<file path="src/rtl/fmeter_pkg.sv">
// Shared types for the zero-crossing frequency meter.
// Latency: n/a (types and a pure combinational helper only).
// Backpressure: n/a.
//
// Contents:
//   det_state_t - hysteresis crossing detector state (UNK / NEG / POS)
//   ctl_state_t - result control FSM state (MEAS / DIV)
//   det_next()  - next detector state for one consumed sample
package fmeter_pkg;

    typedef enum logic [1:0] {
        DET_UNK = 2'd0,
        DET_NEG = 2'd1,
        DET_POS = 2'd2
    } det_state_t;

    typedef enum logic {
        FSM_MEAS = 1'b0,
        FSM_DIV  = 1'b1
    } ctl_state_t;

    // hi: sample >= +HYST, lo: sample <= -HYST (mutually exclusive).
    // Samples inside the dead band leave the state untouched, so noise
    // around zero never produces a spurious crossing.
    function automatic det_state_t det_next(input det_state_t cur,
                                            input logic       hi,
                                            input logic       lo);
        det_state_t nxt;
        nxt = cur;
        case (cur)
            DET_UNK: begin
                if (hi)      nxt = DET_POS;
                else if (lo) nxt = DET_NEG;
            end
            DET_NEG: if (hi) nxt = DET_POS;
            DET_POS: if (lo) nxt = DET_NEG;
            default: nxt = DET_UNK;
        endcase
        return nxt;
    endfunction

endpackage

</file>
<file path="src/rtl/seq_udiv.sv">
// Restoring unsigned divider, one quotient bit per clk, saturation flag.
// Latency: done pulses QUO_W clk after the start edge; quo/ovf held until next start.
// Backpressure: none; start is accepted on any cycle and restarts a division in flight.
//
// Ports:
//   clk, rst_n     - clock, async active-low reset
//   start          - load num/den and begin dividing
//   num [NUM_W]    - dividend
//   den [DEN_W]    - divisor
//   done           - one-cycle pulse, quo/ovf valid from this cycle
//   quo [QUO_W]    - low QUO_W bits of floor(num/den)
//   ovf            - true quotient does not fit in QUO_W bits (incl. den=0)
module seq_udiv #(
    parameter int NUM_W = 45,
    parameter int DEN_W = 12,
    parameter int QUO_W = 32
) (
    input  logic             clk,
    input  logic             rst_n,
    input  logic             start,
    input  logic [NUM_W-1:0] num,
    input  logic [DEN_W-1:0] den,
    output logic             done,
    output logic [QUO_W-1:0] quo,
    output logic             ovf
);

    localparam int HI_W  = NUM_W - QUO_W;
    localparam int CMP_W = (HI_W > DEN_W) ? HI_W : DEN_W;
    localparam int CNT_W = $clog2(QUO_W + 1);

    logic [DEN_W-1:0] den_q;
    logic [DEN_W-1:0] rem_q;
    logic [QUO_W-1:0] lo_q;
    logic [QUO_W-1:0] quo_q;
    logic [CNT_W-1:0] cnt_q;
    logic             busy_q;
    logic             done_q;
    logic             ovf_q;

    logic [HI_W-1:0]  num_hi;
    logic             start_ovf;
    logic [DEN_W:0]   trial;
    logic [DEN_W:0]   diff;
    logic             take;
    logic [DEN_W-1:0] rem_d;

    // The quotient fits in QUO_W bits exactly when the numerator bits above
    // the quotient window are below the divisor. That upper slice then seeds
    // the partial remainder and only QUO_W iterations are needed.
    always_comb begin
        num_hi    = num[NUM_W-1:QUO_W];
        start_ovf = CMP_W'(num_hi) >= CMP_W'(den);
    end

    always_comb begin
        trial = {rem_q, lo_q[QUO_W-1]};
        diff  = trial - {1'b0, den_q};
        take  = trial >= {1'b0, den_q};
        rem_d = take ? diff[DEN_W-1:0] : trial[DEN_W-1:0];
    end

    always_ff @(posedge clk or negedge rst_n) begin
        if (!rst_n) begin
            den_q  <= '0;
            rem_q  <= '0;
            lo_q   <= '0;
            quo_q  <= '0;
            cnt_q  <= '0;
            busy_q <= 1'b0;
            done_q <= 1'b0;
            ovf_q  <= 1'b0;
        end else begin
            done_q <= 1'b0;
            if (start) begin
                den_q  <= den;
                // On overflow the remainder seed would not fit; the
                // iterations still run so done keeps a fixed latency.
                rem_q  <= start_ovf ? '0 : DEN_W'(num_hi);
                lo_q   <= num[QUO_W-1:0];
                quo_q  <= '0;
                ovf_q  <= start_ovf;
                cnt_q  <= CNT_W'(QUO_W);
                busy_q <= 1'b1;
            end else if (busy_q) begin
                rem_q <= rem_d;
                lo_q  <= {lo_q[QUO_W-2:0], 1'b0};
                quo_q <= {quo_q[QUO_W-2:0], take};
                cnt_q <= cnt_q - CNT_W'(1);
                if (cnt_q == CNT_W'(1)) begin
                    busy_q <= 1'b0;
                    done_q <= 1'b1;
                end
            end
        end
    end

    assign done = done_q;
    assign quo  = quo_q;
    assign ovf  = ovf_q;

endmodule

</file>
<file path="src/rtl/zc_freq_meter.sv">
// Gated zero-crossing frequency meter: freq = (N-1)*2^FREQ_DW/(t_last-t_first) per gate.
// Latency: valid FREQ_DW+1 clk after the gate-end sample (1 clk when nosig).
// Backpressure: none; samples taken whenever en=1, results are fire-and-forget pulses.
//
// Ports:
//   clk, rst_n   - clock, async active-low reset
//   en           - sample strobe, in is consumed only when en=1
//   in [DW]      - signed sinusoid samples
//   freq [FREQ_DW] - measured frequency word (f/fs * 2^FREQ_DW), held until next result
//   nosig        - fewer than two rising crossings in the last gate
//   valid        - one-cycle pulse marking a new freq/nosig
module zc_freq_meter
    import fmeter_pkg::*;
#(
    parameter int DW        = 12,
    parameter int FREQ_DW   = 32,
    parameter int GATE_LOG2 = 16,
    parameter int HYST      = 64
) (
    input  logic                clk,
    input  logic                rst_n,
    input  logic                en,
    input  logic signed [DW-1:0] in,
    output logic [FREQ_DW-1:0]  freq,
    output logic                nosig,
    output logic                valid
);

    // GATE_LOG2 is expected in 8..24 and HYST >= 1. A gate of at least 256
    // samples is longer than the FREQ_DW+1 cycle division, so a capture can
    // never land while a division is still running.

    localparam int CNT_W = GATE_LOG2 + 1;
    localparam int NUM_W = GATE_LOG2 + 1 + FREQ_DW;

    // Thresholds one bit wider than the sample so HYST up to 2^(DW-1)
    // compares without wrapping.
    localparam logic signed [DW:0] HYST_POS = (DW + 1)'(HYST);
    localparam logic signed [DW:0] HYST_NEG = -HYST_POS;

    // ------------------------------------------------------------------
    // Crossing detector
    // ------------------------------------------------------------------
    det_state_t      det_q;
    det_state_t      det_d;
    logic signed [DW:0] in_ext;
    logic            in_hi;
    logic            in_lo;
    logic            rise;

    always_comb begin
        in_ext = $signed({in[DW-1], in});
        in_hi  = in_ext >= HYST_POS;
        in_lo  = in_ext <= HYST_NEG;
        det_d  = det_next(det_q, in_hi, in_lo);
        rise   = en && (det_q == DET_NEG) && in_hi;
    end

    // Detector state deliberately carries across gate boundaries.
    always_ff @(posedge clk or negedge rst_n) begin
        if (!rst_n) begin
            det_q <= DET_UNK;
        end else if (en) begin
            det_q <= det_d;
        end
    end

    // ------------------------------------------------------------------
    // Gate bookkeeping: sample index, crossing count, first/last crossing
    // ------------------------------------------------------------------
    logic [GATE_LOG2-1:0] s_q;
    logic [GATE_LOG2-1:0] tf_q;
    logic [GATE_LOG2-1:0] tl_q;
    logic [CNT_W-1:0]     n_q;

    logic                 gate_end;
    logic [CNT_W-1:0]     n_eff;
    logic [GATE_LOG2-1:0] tf_eff;
    logic [GATE_LOG2-1:0] tl_eff;
    logic                 cap_hi;
    logic                 cap_lo;

    // The "_eff" values include a crossing on the current sample, so a
    // crossing on the last sample of a gate still counts for that gate.
    always_comb begin
        gate_end = en && (s_q == '1);
        n_eff    = n_q + CNT_W'(rise);
        tf_eff   = (rise && (n_q == '0)) ? s_q : tf_q;
        tl_eff   = rise ? s_q : tl_q;
        cap_hi   = gate_end && (n_eff >= CNT_W'(2));
        cap_lo   = gate_end && (n_eff <  CNT_W'(2));
    end

    // s wraps naturally at 2^GATE_LOG2, so gates run back-to-back. t_first
    // and t_last are not cleared at the boundary: with N cleared, the next
    // crossing overwrites both before they are ever used.
    always_ff @(posedge clk or negedge rst_n) begin
        if (!rst_n) begin
            s_q  <= '0;
            n_q  <= '0;
            tf_q <= '0;
            tl_q <= '0;
        end else if (en) begin
            s_q  <= s_q + GATE_LOG2'(1);
            n_q  <= gate_end ? '0 : n_eff;
            tf_q <= tf_eff;
            tl_q <= tl_eff;
        end
    end

    // ------------------------------------------------------------------
    // Divider: (N-1) periods over (t_last - t_first) samples
    // ------------------------------------------------------------------
    logic [NUM_W-1:0]     div_num;
    logic [GATE_LOG2-1:0] div_den;
    logic                 div_start;
    logic                 div_done;
    logic [FREQ_DW-1:0]   div_quo;
    logic                 div_ovf;

    always_comb begin
        div_num = {n_eff - CNT_W'(1), {FREQ_DW{1'b0}}};
        div_den = tl_eff - tf_eff;
    end

    seq_udiv #(
        .NUM_W (NUM_W),
        .DEN_W (GATE_LOG2),
        .QUO_W (FREQ_DW)
    ) u_div (
        .clk   (clk),
        .rst_n (rst_n),
        .start (div_start),
        .num   (div_num),
        .den   (div_den),
        .done  (div_done),
        .quo   (div_quo),
        .ovf   (div_ovf)
    );

    // ------------------------------------------------------------------
    // Control FSM
    // ------------------------------------------------------------------
    ctl_state_t ctl_q;
    ctl_state_t ctl_d;
    logic       nosig_pend_q;
    logic       ld_freq;
    logic       ld_nosig;

    always_ff @(posedge clk or negedge rst_n) begin
        if (!rst_n) begin
            ctl_q <= FSM_MEAS;
        end else begin
            ctl_q <= ctl_d;
        end
    end

    always_comb begin
        ctl_d = ctl_q;
        case (ctl_q)
            FSM_MEAS: if (cap_hi)   ctl_d = FSM_DIV;
            FSM_DIV:  if (div_done) ctl_d = FSM_MEAS;
            default:                ctl_d = FSM_MEAS;
        endcase
    end

    always_comb begin
        div_start = 1'b0;
        ld_freq   = 1'b0;
        ld_nosig  = 1'b0;
        case (ctl_q)
            FSM_MEAS: begin
                div_start = cap_hi;
                ld_nosig  = nosig_pend_q;
            end
            FSM_DIV: begin
                ld_freq = div_done;
            end
            default: begin
                div_start = 1'b0;
            end
        endcase
    end

    // A gate with too few crossings is reported one clk after its last
    // sample; holding it for a cycle keeps all results on registered paths.
    always_ff @(posedge clk or negedge rst_n) begin
        if (!rst_n) begin
            nosig_pend_q <= 1'b0;
        end else begin
            nosig_pend_q <= cap_lo;
        end
    end

    // ------------------------------------------------------------------
    // Result registers
    // ------------------------------------------------------------------
    always_ff @(posedge clk or negedge rst_n) begin
        if (!rst_n) begin
            freq  <= '0;
            nosig <= 1'b0;
            valid <= 1'b0;
        end else begin
            valid <= ld_freq | ld_nosig;
            if (ld_freq) begin
                freq  <= div_ovf ? '1 : div_quo;
                nosig <= 1'b0;
            end else if (ld_nosig) begin
                freq  <= '0;
                nosig <= 1'b1;
            end
        end
    end

endmodule

</file>
<file path="config.mk">
export PLATFORM = sky130hd
export DESIGN_NAME = zc_freq_meter
export DESIGN_NICKNAME = d
export VERILOG_FILES = /design/src/rtl/fmeter_pkg.sv /design/src/rtl/seq_udiv.sv /design/src/rtl/zc_freq_meter.sv
export SDC_FILE = /design/constraint.sdc
export NUM_CORES = 1
export LEC_CHECK = 0
export CORE_ASPECT_RATIO = 0.7
export CORE_UTILIZATION = 44
export CTS_CLUSTER_SIZE = 14
export DETAILED_ROUTE_END_ITERATION = 8
export PLACE_DENSITY_LB_ADDON = 0.15
export SLEW_MARGIN = 20
export SYNTH_ARGS = -nofsm -noshare
export SYNTH_HDL_FRONTEND = slang
export SYNTH_SLANG_ARGS = --single-unit
</file>
<file path="constraint.sdc">
create_clock -name clk -period 7.51 [get_ports clk]
set_clock_uncertainty 0.05 [all_clocks]
set_input_delay 1.502 -clock clk [delete_from_list [all_inputs] [get_ports clk]]
set_output_delay 1.502 -clock clk [all_outputs]
set_load 0.02 [all_outputs]
</file>
==> results.md <==
- Core Region: 23000 µm²
- Area Growth Syn to Fin: 13.1%
- Worst EP arrival: 7290 ps
- Hold WC Path Type: register to register
- Setup Viol. Count Final: 0
- Yosys top cell by area: dfrtp_1
- Setup TNS: 0 ps
- Clock buffer depth: 2
- Synthesized area: 10500 µm²
- Flop and latch count out of synthesis: 176
- Number of global-route vias before repair: 7813
- Syn Nets: 1228
- Post-synth top flop: dfrtp_1
- Largest net degree at the start of global routing: 116
- Tmin final: 6980 ps
- Top-area cell type share of the netlist area: 0.421
- Layout cells sized above 1: 0.0833
- Gate Count Post-Synth: 1159
- Gr usage total: 0.216
- Pwr/cell area: 246 nW/µm²
- Worst Path Required: 7820 ps
- Worst Hold Launch: tl_q[7]$_DFFE_PN0P_
- DR pass1 iterations: 5
- Peak supply drop: 0.178 mV
- # hold bufs at CTS: 0
- Async S/R FF share, synth: 1.00
- Final instance count without filler cells: 1513
- Hold Violations, Final: 0
- Inst Count DP: 1481
- Antenna Cells: 0
- Number of synthesis warnings: 0
- Buffers inserted by post-CTS timing repair: 0
- CTS clk-pin slew, worst paths: 70 ps
- WL final: 25100 µm
- Startpoint types: input port
- Slew HR: 0.347
- Outcome: complete, no violations
- Fmax: 143 MHz
- H-tree depth: 4
- RSZ-0062 raised after global routing: no
- Port-buffer cells: 48
- WL per Instance: 16.6 µm
- Tcrit/Tclk final: 0.929
- WS Path Type: input port to register
- Gp weighted congestion: 0.885
- # nets final: 1257
- Top post-synthesis cells by area: dfrtp_1 (42%), ha_1 (6.2%), nand2_1 (5.9%), o21ai_0 (4.6%), nor2_1 (4.1%)
- LEAKAGE: 5.67 nW
- Fill count: 2160
- Root buf cell: clkbuf_16
- EDFF count, synth: 0
- Die area: 24400 µm²
- Drt initial violations: 609
- Post-CTS sizing: 0
- Initial antenna violation count: 0
- Worst setup EP type: register
- Worst Path Max Fanout: 11
- DR vias: 8273
- Hpwl dp: 17700 µm
- DRC violations left: 0
- Clock Sinks: 176
- Die W: 186 µm
- Max Slew Vio Count: 0
- Maxcap violations: 0
- CTS Buf Count: 17
- Slew @ Worst Pin: 977 ps
- Synth cell types: 85
- # IOs: 49
- Synthesized area per cell: 9.03 µm²
- Post-DRT Antenna Nets: 0
- Seq/Total Area, Yosys: 0.421
- Launch point of the worst path: in[8]
- Vias per cell: 5.47
- Die Y: 131 µm
- Reg-to-reg startpoint: n_q[4]$_DFFE_PN0P_
- First-pass GRT wire length: 41700 µm
- Grt total ovfl: 0
- Num rows: 46
- CTS tree: yes
- Worst-Skew Late Latency: 440 ps
- Starting Density: 0.456
## final timing paths
check                                                    to  slack [ps]  depth (start not counted)
worst max-delay path            u_div.rem_q[13]$_DFFE_PN0P_         530                         27
worst min-delay path                    tl_q[7]$_DFFE_PN0P_         420                          2
worst max register to register  u_div.rem_q[13]$_DFFE_PN0P_        1510                         26
worst min register to register          tl_q[7]$_DFFE_PN0P_         420                          2
max in group asynchronous             u_div.ovf$_DFFE_PN0P_        4810                          2
min in group asynchronous               s_q[12]$_DFFE_PN0P_        1120                          1
## layout make-up
| type | instances | area, µm² | area share |
|---|---|---|---|
| flip-flops and latches | 176 | 4410 | 0.372 |
| inverters | 70 | 263 | 0.0222 |
| clock buffers | 19 | 443 | 0.0374 |
| repair buffers | 66 | 632 | 0.0534 |
| multi-input cells | 857 | 5550 | 0.469 |
| well taps | 312 | 390 | 0.0330 |
| clock inverters | 13 | 149 | 0.0126 |
## per-stage QoR
stage	hold slack [ps]	setup slack [ps]	area, µm²	util	power (mW)
finish	424	531	11800	0.515	2.91
global route	441	91.8	11800	0.515	3.09
CTS	426	554	11800	0.515	2.92
detailed placement	407	87.4	11200	0.489	1.99
global placement	402	198	11200	0.489	1.98
floorplan	390	428	10500	-	1.74
## power by group
part | total (mW) | switching, mW | internal [mW]
registers | 1.06 | 0.0646 | 0.994
clock network | 0.919 | 0.414 | 0.505
logic | 0.930 | 0.524 | 0.405
total | 2.91 | 1.00 | 1.90
## cells in the mapped netlist (9+ instances only)
cell,instances
xor2_1,20
nor2_1,115
and3_1,11
xnor2_1,43
nand4_1,19
o21ai_0,96
nor3_1,19
dfrtp_1,176
ha_1,52
buf_2,21
inv_1,69
nand2_1,164
a211oi_1,12
mux2_2,16
o21ai_1,18
a21oi_1,23
nand3_1,44
nand2b_1,9
mux2i_1,34
a21o_1,16
and2_1,10
clkbuf_1,29
## sequential cells by signal (all words and copies together) (netlist names), 2 cells and up
signal       cells
det_q            2
freq            32
n_q             17
s_q             16
tf_q            16
tl_q            16
u_div.cnt_q      6
u_div.den_q     16
u_div.quo       32
u_div.rem_q     16
## critical path, stage by stage
cell and delay, ps:
clkdlybuf4s50_1 420, or4_4 560, o21ai_4 150, inv_2 50
nand3_1 230, mux2_2 380, inv_1 60, ha_1 260
o21ai_0 160, a21oi_1 110, o311ai_0 460, a211o_1 260
a211oi_1 90, o21a_1 210, o21a_1 170, or2_1 220
ha_1 190, a21o_1 170, a21o_1 170, a21o_1 160
a21o_1 160, a21o_1 160, a221oi_1 280, o2111a_2 370
buf_12 160, nand2_1 60, o21ai_1 110
## metal layers
layer  part of all wire  vias up  wire length (µm)  GRT usage
li1                   -     4087                 -          -
met1               0.54     4020             13500      0.327
met2               0.41      146             10400      0.316
met3              0.037       20               930     0.0321
met4             0.0094        0               235     0.0647
met5                  0        -                 0          0
## placed cells by master (no fill, tap or decap), types with 17 or more instances in the layout
cell and count:
xor2_1 20, clkdlybuf4s50_1 47, nand3_1 44, nor2_1 115, nand4_1 19, nand2_1 164, xnor2_1 43, ha_1 52
o21ai_0 96, buf_4 17, nor3_1 18, clkbuf_16 17, inv_1 69, mux2i_1 34, dfrtp_1 174, a21oi_1 23
o21ai_1 17
## kinds of logic after synthesis
| group | count (synthesis) | share of synthesized area |
|---|---|---|
| adders and majority gates | 54 | 0.0660 |
| AOI/OAI and AO/OA | 251 | 0.159 |
| muxes | 51 | 0.0512 |
| DFF | 176 | 0.421 |
| xor gates and xnor gates | 66 | 0.0580 |
| buffers and inverters | 126 | 0.0502 |
| and+or+nand+nor | 435 | 0.195 |
Power figures use the tool's default switching activity.
